--- src/rtl/event_scheduler.sv ---
// -----------------------------------------------------------------------------
// event_scheduler
//
// Collects input-stream updates and periodic deadlines into timestamped events,
// buffers them in a small FIFO and hands them one at a time to an evaluation
// datapath through a valid/ready handshake. After each accepted event the
// datapath is given EVAL_CYCLES cycles before the next event is offered.
//
// Parameters
//   DATA_W       input/output value width
//   TS_W         timestamp width (wraps modulo 2^TS_W)
//   PERIOD       periodic-stream period in enabled cycles (>= 2)
//   QDEPTH       event queue depth (power of 2, >= 2)
//   EVAL_CYCLES  evaluation cycles per event (>= 1)
//
// Ports
//   clk          rising-edge clock
//   rst          asynchronous active-low reset
//   en           global enable; low freezes every counter, the FSM and the queue
//   input_0      input stream value, qualified by new_input_0
//   new_input_0  input_0 carries a new value this cycle
//   ev_data      value of the event being offered
//   ev_ts        timestamp of the event being offered
//   ev_valid     event offered to the datapath
//   ev_ready     datapath accepts the offered event
//   enable_in0   input stream 0 update strobe (handshake cycle only)
//   enable_out0  event-based output 0 strobe (handshake cycle only)
//   enable_out1  periodic output 1 strobe (handshake cycle only)
//   q_push       an entry was formed this cycle
//   q_push_valid the formed entry was written into the queue
//   q_pop        the queue head was removed this cycle
//   q_pop_valid  the removed entry was valid (always equals q_pop)
//   overflow     sticky: at least one entry was dropped since reset
// -----------------------------------------------------------------------------
module event_scheduler #(
   parameter int DATA_W      = 64,
   parameter int TS_W        = 32,
   parameter int PERIOD      = 500,
   parameter int QDEPTH      = 4,
   parameter int EVAL_CYCLES = 2
) (
   input  logic                     clk,
   input  logic                     rst,
   input  logic                     en,
   input  logic signed [DATA_W-1:0] input_0,
   input  logic                     new_input_0,
   output logic signed [DATA_W-1:0] ev_data,
   output logic        [TS_W-1:0]   ev_ts,
   output logic                     ev_valid,
   input  logic                     ev_ready,
   output logic                     enable_in0,
   output logic                     enable_out0,
   output logic                     enable_out1,
   output logic                     q_push,
   output logic                     q_push_valid,
   output logic                     q_pop,
   output logic                     q_pop_valid,
   output logic                     overflow
);

   localparam int PER_W = $clog2(PERIOD);
   localparam int EC_W  = (EVAL_CYCLES > 1) ? $clog2(EVAL_CYCLES) : 1;
   localparam int QA_W  = $clog2(QDEPTH);
   localparam int CNT_W = QA_W + 1;

   localparam logic [PER_W-1:0] PER_RELOAD = PER_W'(PERIOD - 1);
   localparam logic [EC_W-1:0]  EVAL_LOAD  = EC_W'(EVAL_CYCLES - 1);
   localparam logic [CNT_W-1:0] Q_FULL     = CNT_W'(QDEPTH);

   typedef struct packed {
      logic                     in_bit;
      logic                     dl_bit;
      logic signed [DATA_W-1:0] data;
      logic        [TS_W-1:0]   ts;
   } entry_t;

   typedef enum logic [1:0] {
      S_IDLE  = 2'd0,
      S_ISSUE = 2'd1,
      S_EVAL  = 2'd2
   } state_t;

   // ---------------------------------------------------------------------------
   // Timestamp and period counters
   // ---------------------------------------------------------------------------
   logic [TS_W-1:0]  ts_q;
   logic [PER_W-1:0] per_q;
   logic             deadline;

   assign deadline = en && (per_q == '0);

   // NOTE: sequential state is updated with non-blocking assignments only, so
   // every register samples the pre-edge value of every other register.
   always_ff @(posedge clk or negedge rst) begin
      if (!rst) begin
         ts_q  <= '0;
         per_q <= PER_RELOAD;
      end else if (en) begin
         ts_q  <= ts_q + TS_W'(1);
         per_q <= (per_q == '0) ? PER_RELOAD : per_q - PER_W'(1);
      end
   end

   // ---------------------------------------------------------------------------
   // Entry formation and queue control
   // ---------------------------------------------------------------------------
   state_t            state_q;
   logic [EC_W-1:0]   eval_cnt_q;
   logic              ev_valid_q;
   entry_t            cur_q;

   entry_t            mem_q [QDEPTH];
   logic [QA_W-1:0]   wr_ptr_q;
   logic [QA_W-1:0]   rd_ptr_q;
   logic [CNT_W-1:0]  count_q;
   logic [CNT_W-1:0]  count_d;
   logic              overflow_q;

   entry_t            entry_d;
   logic              form;
   logic              q_full;
   logic              pop_ok;
   logic              push_ok;

   // rst gates formation so q_push reads 0 while reset is held, even with
   // en and new_input_0 high.
   assign form    = rst && en && (new_input_0 || deadline);
   assign q_full  = (count_q == Q_FULL);
   // A pop needs a registered non-empty count, so an entry pushed this cycle
   // can never be popped in the same cycle.
   assign pop_ok  = en && (state_q == S_IDLE) && (count_q != '0);
   // The slot freed by a simultaneous pop is reused by the push.
   assign push_ok = form && (!q_full || pop_ok);

   always_comb begin
      // NOTE: every combinational output gets a default first, so no path
      // leaves it unassigned and no latch is inferred.
      entry_d        = '0;
      entry_d.in_bit = new_input_0;
      entry_d.dl_bit = deadline;
      entry_d.data   = new_input_0 ? input_0 : '0;
      entry_d.ts     = ts_q;

      count_d = count_q;
      unique case ({push_ok, pop_ok})
         2'b10:   count_d = count_q + CNT_W'(1);
         2'b01:   count_d = count_q - CNT_W'(1);
         default: count_d = count_q;
      endcase
   end

   // NOTE: the storage array has no reset; emptiness is tracked by the reset
   // pointers and count, so stale contents are never observed.
   always_ff @(posedge clk) begin
      if (push_ok) begin
         mem_q[wr_ptr_q] <= entry_d;
      end
   end

   always_ff @(posedge clk or negedge rst) begin
      if (!rst) begin
         wr_ptr_q   <= '0;
         rd_ptr_q   <= '0;
         count_q    <= '0;
         overflow_q <= 1'b0;
      end else begin
         if (push_ok) begin
            wr_ptr_q <= wr_ptr_q + QA_W'(1);
         end
         if (pop_ok) begin
            rd_ptr_q <= rd_ptr_q + QA_W'(1);
         end
         count_q <= count_d;
         if (form && !push_ok) begin
            overflow_q <= 1'b1;
         end
      end
   end

   // ---------------------------------------------------------------------------
   // Pop FSM: IDLE pops the head, ISSUE offers it, EVAL waits for the datapath
   // ---------------------------------------------------------------------------
   always_ff @(posedge clk or negedge rst) begin
      if (!rst) begin
         state_q    <= S_IDLE;
         eval_cnt_q <= '0;
         ev_valid_q <= 1'b0;
         cur_q      <= '0;
      end else if (en) begin
         unique case (state_q)
            S_IDLE: begin
               if (pop_ok) begin
                  cur_q      <= mem_q[rd_ptr_q];
                  ev_valid_q <= 1'b1;
                  state_q    <= S_ISSUE;
               end
            end
            S_ISSUE: begin
               if (ev_ready) begin
                  ev_valid_q <= 1'b0;
                  eval_cnt_q <= EVAL_LOAD;
                  state_q    <= S_EVAL;
               end
            end
            S_EVAL: begin
               if (eval_cnt_q == '0) begin
                  state_q <= S_IDLE;
               end else begin
                  eval_cnt_q <= eval_cnt_q - EC_W'(1);
               end
            end
            default: begin
               state_q    <= S_IDLE;
               ev_valid_q <= 1'b0;
            end
         endcase
      end
   end

   // ---------------------------------------------------------------------------
   // Outputs
   // ---------------------------------------------------------------------------
   logic fire;

   // The handshake only counts while enabled; a frozen block emits no strobe.
   assign fire = en && ev_valid_q && ev_ready;

   assign ev_valid     = ev_valid_q;
   assign ev_data      = cur_q.data;
   assign ev_ts        = cur_q.ts;
   assign enable_in0   = fire && cur_q.in_bit;
   assign enable_out0  = fire && cur_q.in_bit;
   assign enable_out1  = fire && cur_q.dl_bit;
   assign q_push       = form;
   assign q_push_valid = push_ok;
   assign q_pop        = pop_ok;
   assign q_pop_valid  = pop_ok;
   assign overflow     = overflow_q;

endmodule

--- config.mk ---
export PLATFORM = sky130hd
export DESIGN_NAME = event_scheduler
export DESIGN_NICKNAME = d
export VERILOG_FILES = /design/src/rtl/event_scheduler.sv
export SDC_FILE = /design/constraint.sdc
export NUM_CORES = 1
export LEC_CHECK = 0
export ABC_CLOCK_PERIOD_IN_PS = 7100
export CAP_MARGIN = 20
export CELL_PAD_IN_SITES_DETAIL_PLACEMENT = 0
export CELL_PAD_IN_SITES_GLOBAL_PLACEMENT = 2
export CORE_AREA = 2 2 257 361
export DETAILED_ROUTE_END_ITERATION = 16
export DIE_AREA = 0 0 259 363
export PLACE_DENSITY_LB_ADDON = 0.12
export SKIP_LAST_GASP = 1
export SLEW_MARGIN = 20
export SYNTH_ARGS = -nofsm -noshare
export SYNTH_HDL_FRONTEND = slang
export SYNTH_SLANG_ARGS = --single-unit
--- constraint.sdc ---
create_clock -name clk -period 7.1 [get_ports clk]
set_input_delay 1.775 -clock clk [delete_from_list [all_inputs] [get_ports clk]]
set_output_delay 1.775 -clock clk [all_outputs]
set_load 0.02 [all_outputs]
==> flow_summary.yaml <==
outcome:
  status: "complete, no violations"
global_routing:
  grt_max_degree: 70
  grtUsageTotal_pct: 11.2
  grt-ovfl-total: 0
  antenna_found_initial: 1
  grt_pass1_vias: 11300
  grt_pass1_wl_um: 77700
yosys:
  synthTopCellsByArea: "edfxtp_1 54%, dfrtp_1 17%, mux4_2 10%, mux2_2 5.2%, buf_4 3.5%"
  synth_edf_count: 392
  ys_seq_area_share_pct: 71.9
  ys_warn_count: 0
  syn-instance-count: 1140
  synth_cell_types: 50
  syn_area_per_cell_um2: 19.0
  yosysMostFrequentCell: "edfxtp_1"
  syn_nets: 1217
  ys.flop_type: "edfxtp_1"
  netlist_area_um2: 21600
  yosys-top-cells-count: "392 x edfxtp_1, 144 x dfrtp_1, 100 x buf_4, 99 x mux2_2, 98 x mux4_2"
  synth-seq-cells: 543
  async_flop_share_pct: 27.8
  synth.top_cell.area_share_pct: 54.4
  yosysTopAreaCell: "edfxtp_1"
clocking:
  cts_resized: 0
  clk_latency_ns: 0.60
  root_buffer: "clkbuf_16"
  cts_setup_buffers: 0
  cts_max_level: 2
  cts_sinks: 543
  cts_tree: "yes"
  cts.clk_slew.worst_paths_ns: 0.06
  cts.path.max_buffers: 3
  numCtsBuffers: 57
  hold_buffers: 0
worst_setup_path:
  r2r_cells: 7
  end_kind: "output port"
  startpoint_type: "input pin"
  crit_path_max_fanout: 8
  critPathRequiredTime_ns: 5.33
  critical_path.max_stage_delay_ns: 0.71
  cpMaxStageDelayCell: "clkdlybuf4s50_1"
  cp.arrival_ns: 3.79
  path_cells: "clkdlybuf4s50_1, nand2_2, a311oi_4, clkdlybuf4s50_1"
  crit_top_cell: "clkdlybuf4s50_1"
  criticalPathCategory: "input pin to output port"
  worst-r2r-setup-slack_ns: 3.97
sta:
  fin_hold_ws_ns: 0.486
  drv_slew: 0
  fmax_ghz: 0.180
  relSlewSlack_pct: 33.6
  hold_viol: 0
  fin_setup_tns_ns: 0
  finalClockSkew_ns: 0.0106
  grt_setup_unrepaired: "no"
  timing.final.crit_share_pct: 78.3
  worst_pin_slew_ns: 0.996
  fin_ws_ns: 1.54
  fin_crit_ns: 5.56
  finalSetupViolations: 0
job:
  cap_violations: 0
detailed_routing:
  totalWireLength_um: 52000
  first_pass_iters: 4
  drc: 0
  routed_via_density: 4.02
  wl_per_cell_um: 20.9
  ant_nets: 0
  drt_first_iter_violations: 469
  via_count: 10000
place:
  hpwl_um: 30700
  port_buffers: 173
  post-place-cells: 2387
  gp_congestion: 0.650
  dpl_worst_slack_ns: 1.52
  placed_cell_area_um2: 24100
power_and_ir_drop:
  vdd_drop_max_uv: 167
  powerDensity_nw_per_um2: 392
  switchingPower_mw: 3.06
  pwr-share-comb_pct: 28.4
  swShare_pct: 30.2
  sequentialPowerShare_pct: 43.5
  p_leak_nw: 8.79
  p_int_mw: 7.07
  power_frac_clock_pct: 28.1
floorplan:
  start_util_pct: 23.9
  dieArea_um2: 94000
  row_count: 131
  core_area_um2: 90600
  dieHeight_um: 363
  io_pins: 174
  fp.dieW_um: 259
layout:
  nets: 1326
  final_area_um2: 25800
  diodes: 0
  fillerInstances: 9007
  fin_cells: 2491
  syn_to_final_growth_pct: 19.4
  drive_gt1_share_pct: 25.0
min_path:
  hold_path_class: "flop to flop"
  min_path_cells: 2
## logic make-up after synthesis
kind of cell / count (synthesis) / share of synthesized area, %
adder cells (fa/ha/maj): 8 / 0.497
buffers and inverters: 155 / 4.79
AO/OA/AOI/OAI: 25 / 0.902
flip-flops: 543 / 71.9
multiplexers: 199 / 15.5
XOR/XNOR: 40 / 1.62
AND/OR/NAND/NOR: 170 / 4.81
## final timing paths
check | start | end
max | en | q_push_valid
min reg2reg | eval_cnt_q | eval_cnt_q
max in group asynchronous | rst | ev_valid
max reg2reg | per_q[0] | mem_q[1][56]
min in group asynchronous | rst | ev_data[27]
min | eval_cnt_q | eval_cnt_q
## worst max-delay path: cells and delay by family
kind                   cells  cell delay, ns
buffers and inverters      2            1.26
and+or+nand+nor            1            0.19
AOI/OAI and AO/OA          1            0.56
## registers in the layout, summed over array words and instances, names as in the netlist
name and cells:
ev_data 64, ev_valid 1, ts_q 32, wr_ptr_q 2
mem_q 392, rd_ptr_q 2, cur_q 2, eval_cnt_q 1
overflow 1, count_q 3, state_q 2, per_q 9
ev_ts 32
## metrics by stage
step | power (mW) | utilization, %
floorplan | 6.57 | -
global placement | 7.47 | 26.6
detailed placement | 7.48 | 26.6
CTS | 10.4 | 28.5
global route | 10.7 | 28.5
finish | 10.1 | 28.5
## routing by layer
layer  wire length [um]  up-vias  part of all wire [%]  GRT usage [%]
li1                   -     4482                     -              -
met1              21700     5313                    42           13.6
met2              27500      164                    53           20.3
met3               1890       61                   3.6           2.03
met4                943        0                   1.8           2.97
met5                  0        -                     0              0
## power groups by stage
stage	registers (mW)	clock network (mW)	logic, mW
global placement	4.49	0	2.98
detailed placement	4.50	0	2.98
CTS	4.44	2.97	2.99
floorplan	4.22	0	2.34
finish	4.41	2.84	2.87
global route	4.50	3.09	3.12
## cells in the final DEF, fill, tap and decap left out, types with 10 or more instances in the layout
cell type / n
and2_1: 66
buf_4: 15
clkbuf_1: 20
clkbuf_16: 57
clkdlybuf4s50_1: 171
clkinv_1: 10
dfrtp_1: 142
edfxtp_1: 392
inv_1: 13
mux2_2: 99
mux4_2: 98
nand2_1: 31
nor2_1: 19
xnor2_1: 27
xor2_1: 13
## layout make-up
class                   count  area (um^2)  share of cell area, %
clock buffers              80         1540                   5.97
clock inverters            24          190                  0.736
inverters                  13         48.8                  0.189
multi-input cells         442         5060                   19.6
flip-flops and latches    543        15600                   60.3
well taps                1197         1500                   5.80
repair buffers            192         1920                   7.45
Note: power is estimated with default switching activity, not from simulation.
